## src/rtl/codec_ctrl_pkg.sv

```systemverilog
// Shared definitions for the codec control port: register map, defaults, field positions.
package codec_ctrl_pkg;

    localparam int unsigned ADDR_W   = 7;
    localparam int unsigned DATA_W   = 9;
    localparam int unsigned WORD_W   = ADDR_W + DATA_W;
    localparam int unsigned CNT_W    = 5;
    localparam int unsigned DEF_REGS = 10;

    // Register addresses
    localparam logic [ADDR_W-1:0] LINVOL = 7'h00;
    localparam logic [ADDR_W-1:0] RINVOL = 7'h01;
    localparam logic [ADDR_W-1:0] LHPVOL = 7'h02;
    localparam logic [ADDR_W-1:0] RHPVOL = 7'h03;
    localparam logic [ADDR_W-1:0] APATH  = 7'h04;
    localparam logic [ADDR_W-1:0] DPATH  = 7'h05;
    localparam logic [ADDR_W-1:0] PWRDN  = 7'h06;
    localparam logic [ADDR_W-1:0] IFACE  = 7'h07;
    localparam logic [ADDR_W-1:0] SRATE  = 7'h08;
    localparam logic [ADDR_W-1:0] ACTIVE = 7'h09;
    localparam logic [ADDR_W-1:0] RESET  = 7'h0F;

    // Field bit positions shared with the configurator
    localparam int unsigned VOL_LRBOTH_BIT     = 8;
    localparam int unsigned INVOL_MUTE_BIT     = 7;
    localparam int unsigned APATH_DACSEL_BIT   = 4;
    localparam int unsigned DPATH_ADCHPD_BIT   = 0;
    localparam int unsigned PWRDN_POWEROFF_BIT = 7;
    localparam int unsigned IFACE_MS_BIT       = 6;
    localparam int unsigned SRATE_USB_BIT      = 0;
    localparam int unsigned ACTIVE_BIT         = 0;

    // One serial control word as it sits in the shifter
    typedef struct packed {
        logic [ADDR_W-1:0] addr;
        logic [DATA_W-1:0] data;
    } ctrl_word_t;

    // Power-on / software-reset default table
    function automatic logic [DATA_W-1:0] reg_default(input int unsigned idx);
        case (idx)
            0:       return 9'h097;
            1:       return 9'h097;
            2:       return 9'h079;
            3:       return 9'h079;
            4:       return 9'h00A;
            5:       return 9'h008;
            6:       return 9'h09F;
            7:       return 9'h00A;
            8:       return 9'h000;
            9:       return 9'h000;
            default: return 9'h000;
        endcase
    endfunction

endpackage

```

## src/rtl/spi_in_sync.sv

```systemverilog
// N-stage synchroniser with registered rising-edge pulse; level output is aligned with the pulse.
module spi_in_sync #(
    parameter int unsigned STAGES  = 2,
    parameter logic        RST_VAL = 1'b0
) (
    input  logic clk,
    input  logic resetn,
    input  logic i_d,
    output logic o_level,
    output logic o_rise
);

    logic [STAGES-1:0] r_sync;
    logic              r_prev;
    logic              r_rise;

    // Synchroniser chain, previous-cycle copy and edge pulse
    always_ff @(posedge clk or negedge resetn) begin
        if (!resetn) begin
            r_sync <= {STAGES{RST_VAL}};
            r_prev <= RST_VAL;
            r_rise <= 1'b0;
        end else begin
            r_sync <= {r_sync[STAGES-2:0], i_d};
            r_prev <= r_sync[STAGES-1];
            r_rise <= r_sync[STAGES-1] & ~r_prev;
        end
    end

    assign o_level = r_prev;
    assign o_rise  = r_rise;

endmodule

```

## src/rtl/codec_ctrl_responder.sv

```systemverilog
// SPI slave emulating the codec's 16-bit register write port with a 9-bit register file.
module codec_ctrl_responder
    import codec_ctrl_pkg::*;
#(
    parameter int unsigned NUM_REGS    = 10,
    parameter int unsigned SYNC_STAGES = 2,
    parameter int unsigned RESET_ADDR  = 15
) (
    input  logic                    clk,
    input  logic                    resetn,
    input  logic                    spi_sck,
    input  logic                    spi_mosi,
    input  logic                    spi_cs,
    output logic [9*NUM_REGS-1:0]   reg_flat,
    output logic                    wr_stb,
    output logic [6:0]              wr_addr,
    output logic [8:0]              wr_data,
    output logic                    active,
    output logic                    sw_reset,
    output logic                    frame_err,
    output logic                    bad_addr
);

    localparam int unsigned IDX_W = (NUM_REGS > 1) ? $clog2(NUM_REGS) : 1;

    logic                w_sck_rise;
    logic                w_sck_level_unused;
    logic                w_mosi;
    logic                w_mosi_rise_unused;
    logic                w_cs_rise;
    logic                w_cs_level_unused;

    logic [WORD_W-1:0]   r_shift;
    logic [CNT_W-1:0]    r_cnt;
    logic [DATA_W-1:0]   r_regs [NUM_REGS];

    logic [WORD_W-1:0]   w_shift_next;
    logic [CNT_W-1:0]    w_cnt_next;
    ctrl_word_t          w_word;
    logic                w_short;
    logic                w_is_rst;
    logic                w_in_range;

    spi_in_sync #(.STAGES(SYNC_STAGES), .RST_VAL(1'b0)) u_sync_sck (
        .clk(clk), .resetn(resetn), .i_d(spi_sck),
        .o_level(w_sck_level_unused), .o_rise(w_sck_rise)
    );

    spi_in_sync #(.STAGES(SYNC_STAGES), .RST_VAL(1'b0)) u_sync_mosi (
        .clk(clk), .resetn(resetn), .i_d(spi_mosi),
        .o_level(w_mosi), .o_rise(w_mosi_rise_unused)
    );

    // CS idles high, so its chain resets high to avoid a false latch edge at release
    spi_in_sync #(.STAGES(SYNC_STAGES), .RST_VAL(1'b1)) u_sync_cs (
        .clk(clk), .resetn(resetn), .i_d(spi_cs),
        .o_level(w_cs_level_unused), .o_rise(w_cs_rise)
    );

    // Shift and count first, so a same-cycle CS rise commits the fresh bit
    always_comb begin
        w_shift_next = r_shift;
        w_cnt_next   = r_cnt;
        if (w_sck_rise) begin
            w_shift_next = {r_shift[WORD_W-2:0], w_mosi};
            if (r_cnt != 5'd31) begin
                w_cnt_next = r_cnt + 5'd1;
            end
        end
        w_word     = w_shift_next;
        w_short    = (w_cnt_next < 5'd16);
        w_is_rst   = (w_word.addr == ADDR_W'(RESET_ADDR));
        w_in_range = (32'(w_word.addr) < NUM_REGS);
    end

    // Shifter, bit counter, word decode and register file
    always_ff @(posedge clk or negedge resetn) begin
        if (!resetn) begin
            r_shift   <= '0;
            r_cnt     <= '0;
            wr_stb    <= 1'b0;
            sw_reset  <= 1'b0;
            frame_err <= 1'b0;
            bad_addr  <= 1'b0;
            wr_addr   <= '0;
            wr_data   <= '0;
            for (int unsigned i = 0; i < NUM_REGS; i++) begin
                r_regs[IDX_W'(i)] <= reg_default(i);
            end
        end else begin
            wr_stb    <= 1'b0;
            sw_reset  <= 1'b0;
            frame_err <= 1'b0;
            bad_addr  <= 1'b0;
            r_shift   <= w_shift_next;
            r_cnt     <= w_cnt_next;
            if (w_cs_rise) begin
                r_cnt   <= '0;
                wr_addr <= w_word.addr;
                wr_data <= w_word.data;
                if (w_short) begin
                    frame_err <= 1'b1;
                end else if (w_is_rst) begin
                    wr_stb   <= 1'b1;
                    sw_reset <= 1'b1;
                    for (int unsigned i = 0; i < NUM_REGS; i++) begin
                        r_regs[IDX_W'(i)] <= reg_default(i);
                    end
                end else if (w_in_range) begin
                    wr_stb <= 1'b1;
                    r_regs[IDX_W'(w_word.addr)] <= w_word.data;
                end else begin
                    bad_addr <= 1'b1;
                end
            end
        end
    end

    // Flatten the register file onto the output bus
    for (genvar g = 0; g < int'(NUM_REGS); g++) begin : g_flat
        assign reg_flat[9*g +: 9] = r_regs[g];
    end

    assign active = r_regs[IDX_W'(ACTIVE)][ACTIVE_BIT];

endmodule
```

## config.mk

```make
export PLATFORM = sky130hd
export DESIGN_NAME = codec_ctrl_responder
export DESIGN_NICKNAME = d
export VERILOG_FILES = /design/src/rtl/codec_ctrl_pkg.sv /design/src/rtl/spi_in_sync.sv /design/src/rtl/codec_ctrl_responder.sv
export SDC_FILE = /design/constraint.sdc
export NUM_CORES = 1
export LEC_CHECK = 0
export BUFFER_PORTS_ARGS = -buffer_cell sky130_fd_sc_hd__buf_2
export CAP_MARGIN = 20
export CORE_MARGIN = 2
export CORE_UTILIZATION = 55
export CTS_CLUSTER_SIZE = 14
export DETAILED_ROUTE_END_ITERATION = 16
export GPL_TIMING_DRIVEN = 0
export PLACE_DENSITY = 0.8
export SYNTH_ARGS = -nofsm -noshare
export SYNTH_HDL_FRONTEND = slang
export SYNTH_HIERARCHICAL = 1
export SYNTH_SLANG_ARGS = --single-unit
```

## constraint.sdc

```tcl
create_clock -name clk -period 3.3 [get_ports clk]
set_input_delay 0.33 -clock clk [delete_from_list [all_inputs] [get_ports clk]]
set_output_delay 0.33 -clock clk [all_outputs]
set_load 0.02 [all_outputs]
```

# After elaboration in Yosys (flattened, before gate mapping)
# Cells that the tools add are included.
# W data, S select, Z words.
# word_totals
input_bits,5
reg_bits,142
wordCells,64
# op_classes
n_addsub,1
eq_ne,2
reduce_logical,3
n_lt_le_gt_ge,4
mux,22
bitwise_logic,6
# ops
op,n
$mux W90,2
$bwmux W90,1
$demux W9 S4,1
$mux W16,1
$mux W5,3
$mux W1,13
$mux W9,1
$eq A7 B4 Y1 const B,1
$lt A7 B4 Y1 const B,1
$add A5 B1 Y5 const B,1
$ge A5 B5 Y1 const B,1
$lt A5 B1 Y1 const B,1
$lt A5 B5 Y1 const B,1
$ne A5 B5 Y1 const B,1
$not A4 Y5,1
$not A1 Y1,3
$reduce_and A3 Y1,1
$and A1 B1 Y1,2
$reduce_bool A2 Y1,1
$logic_and A1 B1 Y1,1

# Longest topological paths before layout
# depth
ltp_word,9
depth_mapped,7

# By module
# Netlist, hierarchy kept.
# by_module_without_submodules
mod,instances,cells_per_inst,area_per_inst_um2
codec_ctrl_responder,1,409,5347.6
spi_in_sync (u_sync_mosi ...),2,5,113.9
spi_in_sync (u_sync_cs),1,5,117.6

# Worst setup path after synthesis
# Ideal clock, no wire load.
# synth_timing
kind,flip-flop to flip-flop
startpoint,register r_cnt[0]
endpoint,"register r_regs, in the netlist reg_flat[18]"
slack_ps,1268
t_arrival_ps,1970
required_ps,3238
stages_incl_launch_ff,7
period_less_slack_ps,2032
path_cell_list,dfrtp_1 ha_1 a41oi_1 or4b_4 buf_6 a221oi_4 o32a_1
# synth_between
elab_chain_cells,6
elab_cells_between_ends,7
cone_classes,add/sub (1); order compare (1); eq/ne (1); mux (2); bitwise (1); reduce/logical (1)
# synth_rtl
item,line,source
start: declaration,codec_ctrl_responder.sv:34,logic [CNT_W-1:0] r_cnt;
start signal: assignment,codec_ctrl_responder.sv:96,r_cnt <= w_cnt_next;
$add A5 B1 Y5 or $ne A5 B5 Y1 (tied branches),"codec_ctrl_responder.sv:67, codec_ctrl_responder.sv:66",
$mux W5,codec_ctrl_responder.sv:66,if (r_cnt != 5'd31) begin
$mux W5 (*),codec_ctrl_responder.sv:64,if (w_sck_rise) begin
$lt A5 B5 Y1 (*),codec_ctrl_responder.sv:71,w_short = (w_cnt_next < 5'd16);
$not A1 Y1 (no source line) (*),n/a,
$reduce_and A3 Y1 (no source line) (*),n/a,
end signal: indexed assignment,codec_ctrl_responder.sv:88,r_regs[IDX_W'(i)] <= reg_default(i);
end signal: indexed assignment,codec_ctrl_responder.sv:107,r_regs[IDX_W'(i)] <= reg_default(i);
end signal: indexed assignment,codec_ctrl_responder.sv:111,r_regs[IDX_W'(w_word.addr)] <= w_word.data;
end: declaration,codec_ctrl_responder.sv:35,logic [DATA_W-1:0] r_regs [NUM_REGS];
# Every way passes the cells marked *; elsewhere a longest branch is shown, timed or not.
# A chain may end at the register's enable or synchronous reset.

# Worst setup path in the final report
# layout_timing
startpoint,"register u_sync_sck.r_rise, in the netlist u_sync_sck/o_rise"
endpoint,"register r_regs, in the netlist reg_flat[24]"
# layout_between
elab_cells_between_ends,17
cone_classes,order compare (4); eq/ne (1); mux (7); bitwise (2); reduce/logical (3)
# layout_lines
item,line,source
start: declaration,spi_in_sync.sv:15,logic r_rise;
start signal: assignment,spi_in_sync.sv:26,r_rise <= r_sync[STAGES-1] & ~r_prev;
$mux W16,codec_ctrl_responder.sv:64,
net w_shift_next[6],codec_ctrl_responder.sv:37,logic [WORD_W-1:0] w_shift_next;
$bwmux W90,codec_ctrl_responder.sv:111,
$mux W90,codec_ctrl_responder.sv:109,end else if (w_in_range) begin
$mux W90,codec_ctrl_responder.sv:103,end else if (w_is_rst) begin
# The timed path passes the listed nets, and every way through them passes these cells. The select of a mux whose other input is x is not followed.

==> impl_metrics.toml <==
[timing]
relSlewSlack_pct = 28.5
fmax_mhz = 355
tightestPinTransition_ps = 1040
setup_viol_count_final = 0
min_period_ps = 2820
grt_setup_unrepaired = "false"
drv_slew = 0
finalClockSkew_ps = 6.05
period_share_pct = 85.5
fin_tns_setup_ps = 0
final-hold-violation-count = 0

[setup_path]
cp_num_cells = 6
cpMaxStageDelayCell = "sky130_fd_sc_hd__mux2i_1"
cp.required_ps = 3770
critical_path.top_delay_family = "buffers and inverters"
cp_max_fo = 10
endpoint_class_of_the_critical_path = "flip-flop"
cp_cell_sequence = "buf_2 -> buf_2 -> buf_2 -> mux2i_1 -> inv_1 -> o32a_1"
depth_of_the_worst_register_to_register_path = 6
criticalPathCategory = "reg2reg"
crit_path_frequent_cell = "sky130_fd_sc_hd__buf_2"
critPathArrivalTime_ps = 3290
crit_path_max_incr_delay_ps = 900
critPathLaunchType = "flip-flop"
timing.critical_path.buf_inv = 4

[detailed_routing]
drt_first_pass_iters = 5
post_drt_via_cell_ratio = 6.00
vias = 4277
totalWireLength_mm = 14.5
post_detailed_route_drc_marker_count = 0
first_iter_violations = 337
final_antenna_violating_net_count = 0
detail_route.wl_per_cell_um = 20.4

[min_path]
hold_class = "reg2reg"
hold-path-cell-count = 0

[clocking]
cts_made_buffers = 17
post-cts-setup-buffer-count = 0
cts.htree.levels = 4
clkSinkCount = 142
later_pin_clock_latency_in_the_skew_report_ps = 540
clock_path_buffers = 2
tritoncts_clock_tree = "done"
clkSlewWorstSetupHoldPaths_ps = 60
cts.root.buffer_cell = "sky130_fd_sc_hd__clkbuf_8"

[floorplanning]
floorplan.initialDensity_pct = 55.8
ioPinCount = 116
row_count = 37
die_height_um = 105
die_width_um = 105
die_area_um2 = 11100
core_region_area_um2 = 10100

[grt]
antenna_found_initial = 0
grt_first_pass_wirelength_mm = 22.9
via_count_of_the_first_global_routing_pass = 4254
track_usage_pct = 27.2
grt_max_degree = 74
grt.overflow.total = 0

[layout]
seq_area_um2 = 3600
multi_input_comb_area_um2 = 1860
final_layout_size_suffix_gt1_share_pct = 39.0
final.fill_count = 703
most-common-layout-cells = "sky130_fd_sc_hd__buf_2 (121), sky130_fd_sc_hd__dfrtp_1 (108), sky130_fd_sc_hd__o2bb2ai_1 (47)"
num_antenna_cells = 0
design.final.nets = 570
layout.cells.most_common = "sky130_fd_sc_hd__buf_2"
final_area_um2 = 7070
area_growth_syn_to_layout_pct = 25.0

[placement]
port-buffer-count = 115
place_hpwl_mm = 9.46
place.gp.congestion = 0.871
dpl-instance-area_um2 = 6460

[status]
status = "finished, final reports clean"

[power]
total_power_divided_by_cell_area_nw_per_um2 = 693
irDropWorstVdd_mv = 0.334
total_leakage_power_nw = 3.38

[synthesis]
synthesis.nets = 428
syn-mean-instance-area_um2 = 13.4
synth.yosys.warnings = 6
syn-instance-count = 422
synth.cell_area_um2 = 5650

[job]
maxCapViolCount = 0
[worst register-to-register path: cells and delay by family (launching register included)]
family                 cells  cell delay, ps
AOI/OAI and AO/OA          1             430
DFF                        1             310
buffers and inverters      4            1110
muxes                      1             900
[path summary, 6_finish.rpt]
kind                                       from                    to  slack (ps)
setup reg to reg              u_sync_sck/o_rise          reg_flat[24]         480
hold reg to reg            u_sync_sck/r_sync[0]  u_sync_sck/r_sync[1]         350
max in group asynchronous                resetn          reg_flat[55]        2140
setup / recovery              u_sync_sck/o_rise          reg_flat[24]         480
hold / removal             u_sync_sck/r_sync[0]  u_sync_sck/r_sync[1]         350
min in group asynchronous                resetn              r_cnt[4]         360
[stage by stage]
| stage | setup WS [ps] | util [%] | hold slack (ps) | instances | power, W |
|---|---|---|---|---|---|
| detailed placement | 541 | 63.8 | 335 | 677 | 0.00310 |
| finish | 480 | 69.7 | 348 | 713 | 0.00490 |
| CTS | 524 | 69.7 | 348 | 713 | 0.00490 |
| floorplan | 1270 | - | 34.4 | 422 | 0.00266 |
| global route | 366 | 69.7 | 361 | 713 | 0.00507 |
| global placement | 155 | 63.1 | 335 | 673 | 0.00304 |
[layout make-up]
| type | count | area share [%] |
|---|---|---|
| sequential | 142 | 50.9 |
| inverter | 26 | 1.38 |
| multi-input combinational | 231 | 26.3 |
| buffer | 23 | 1.50 |
| clock buffer | 18 | 6.05 |
| tap | 136 | 2.41 |
| timing repair buffer | 123 | 9.56 |
| clock inverter | 14 | 1.95 |
[power breakdown]
| group | total (W) | switching, W | leakage [nW] | internal, W |
|---|---|---|---|---|
| logic | 0.00111 | 0.000799 | 1.32 | 0.000311 |
| registers | 0.00199 | 0.0000967 | 1.79 | 0.00189 |
| clock network | 0.00180 | 0.000771 | 0.272 | 0.00103 |
[per-layer routing]
metal,vias to the layer above,global-route usage [%],routed length (um)
met5,-,0,0
met4,0,10.3,459
met3,46,9.15,1310
met2,210,42.0,6840
met1,2138,35.7,5920
li1,1883,-,-
[flip-flops by register name, summed over array words and instances, names as in the netlist]
name                 flops
reg_flat                89
r_shift                 16
wr_data                  9
wr_addr                  7
r_cnt                    5
u_sync_cs/r_sync         2
u_sync_mosi/r_sync       2
u_sync_sck/r_sync        2
active                   1
bad_addr                 1
frame_err                1
sw_reset                 1
u_sync_cs/o_level        1
u_sync_cs/o_rise         1
u_sync_mosi/o_level      1
u_sync_sck/o_level       1
u_sync_sck/o_rise        1
wr_stb                   1
[timing repair]
item                                   CTS  global route
hold buffers                             4             0
resized for setup                        0             0
endpoints found under the hold margin   65             0
No activity file was read; power rests on OpenSTA's default activity.
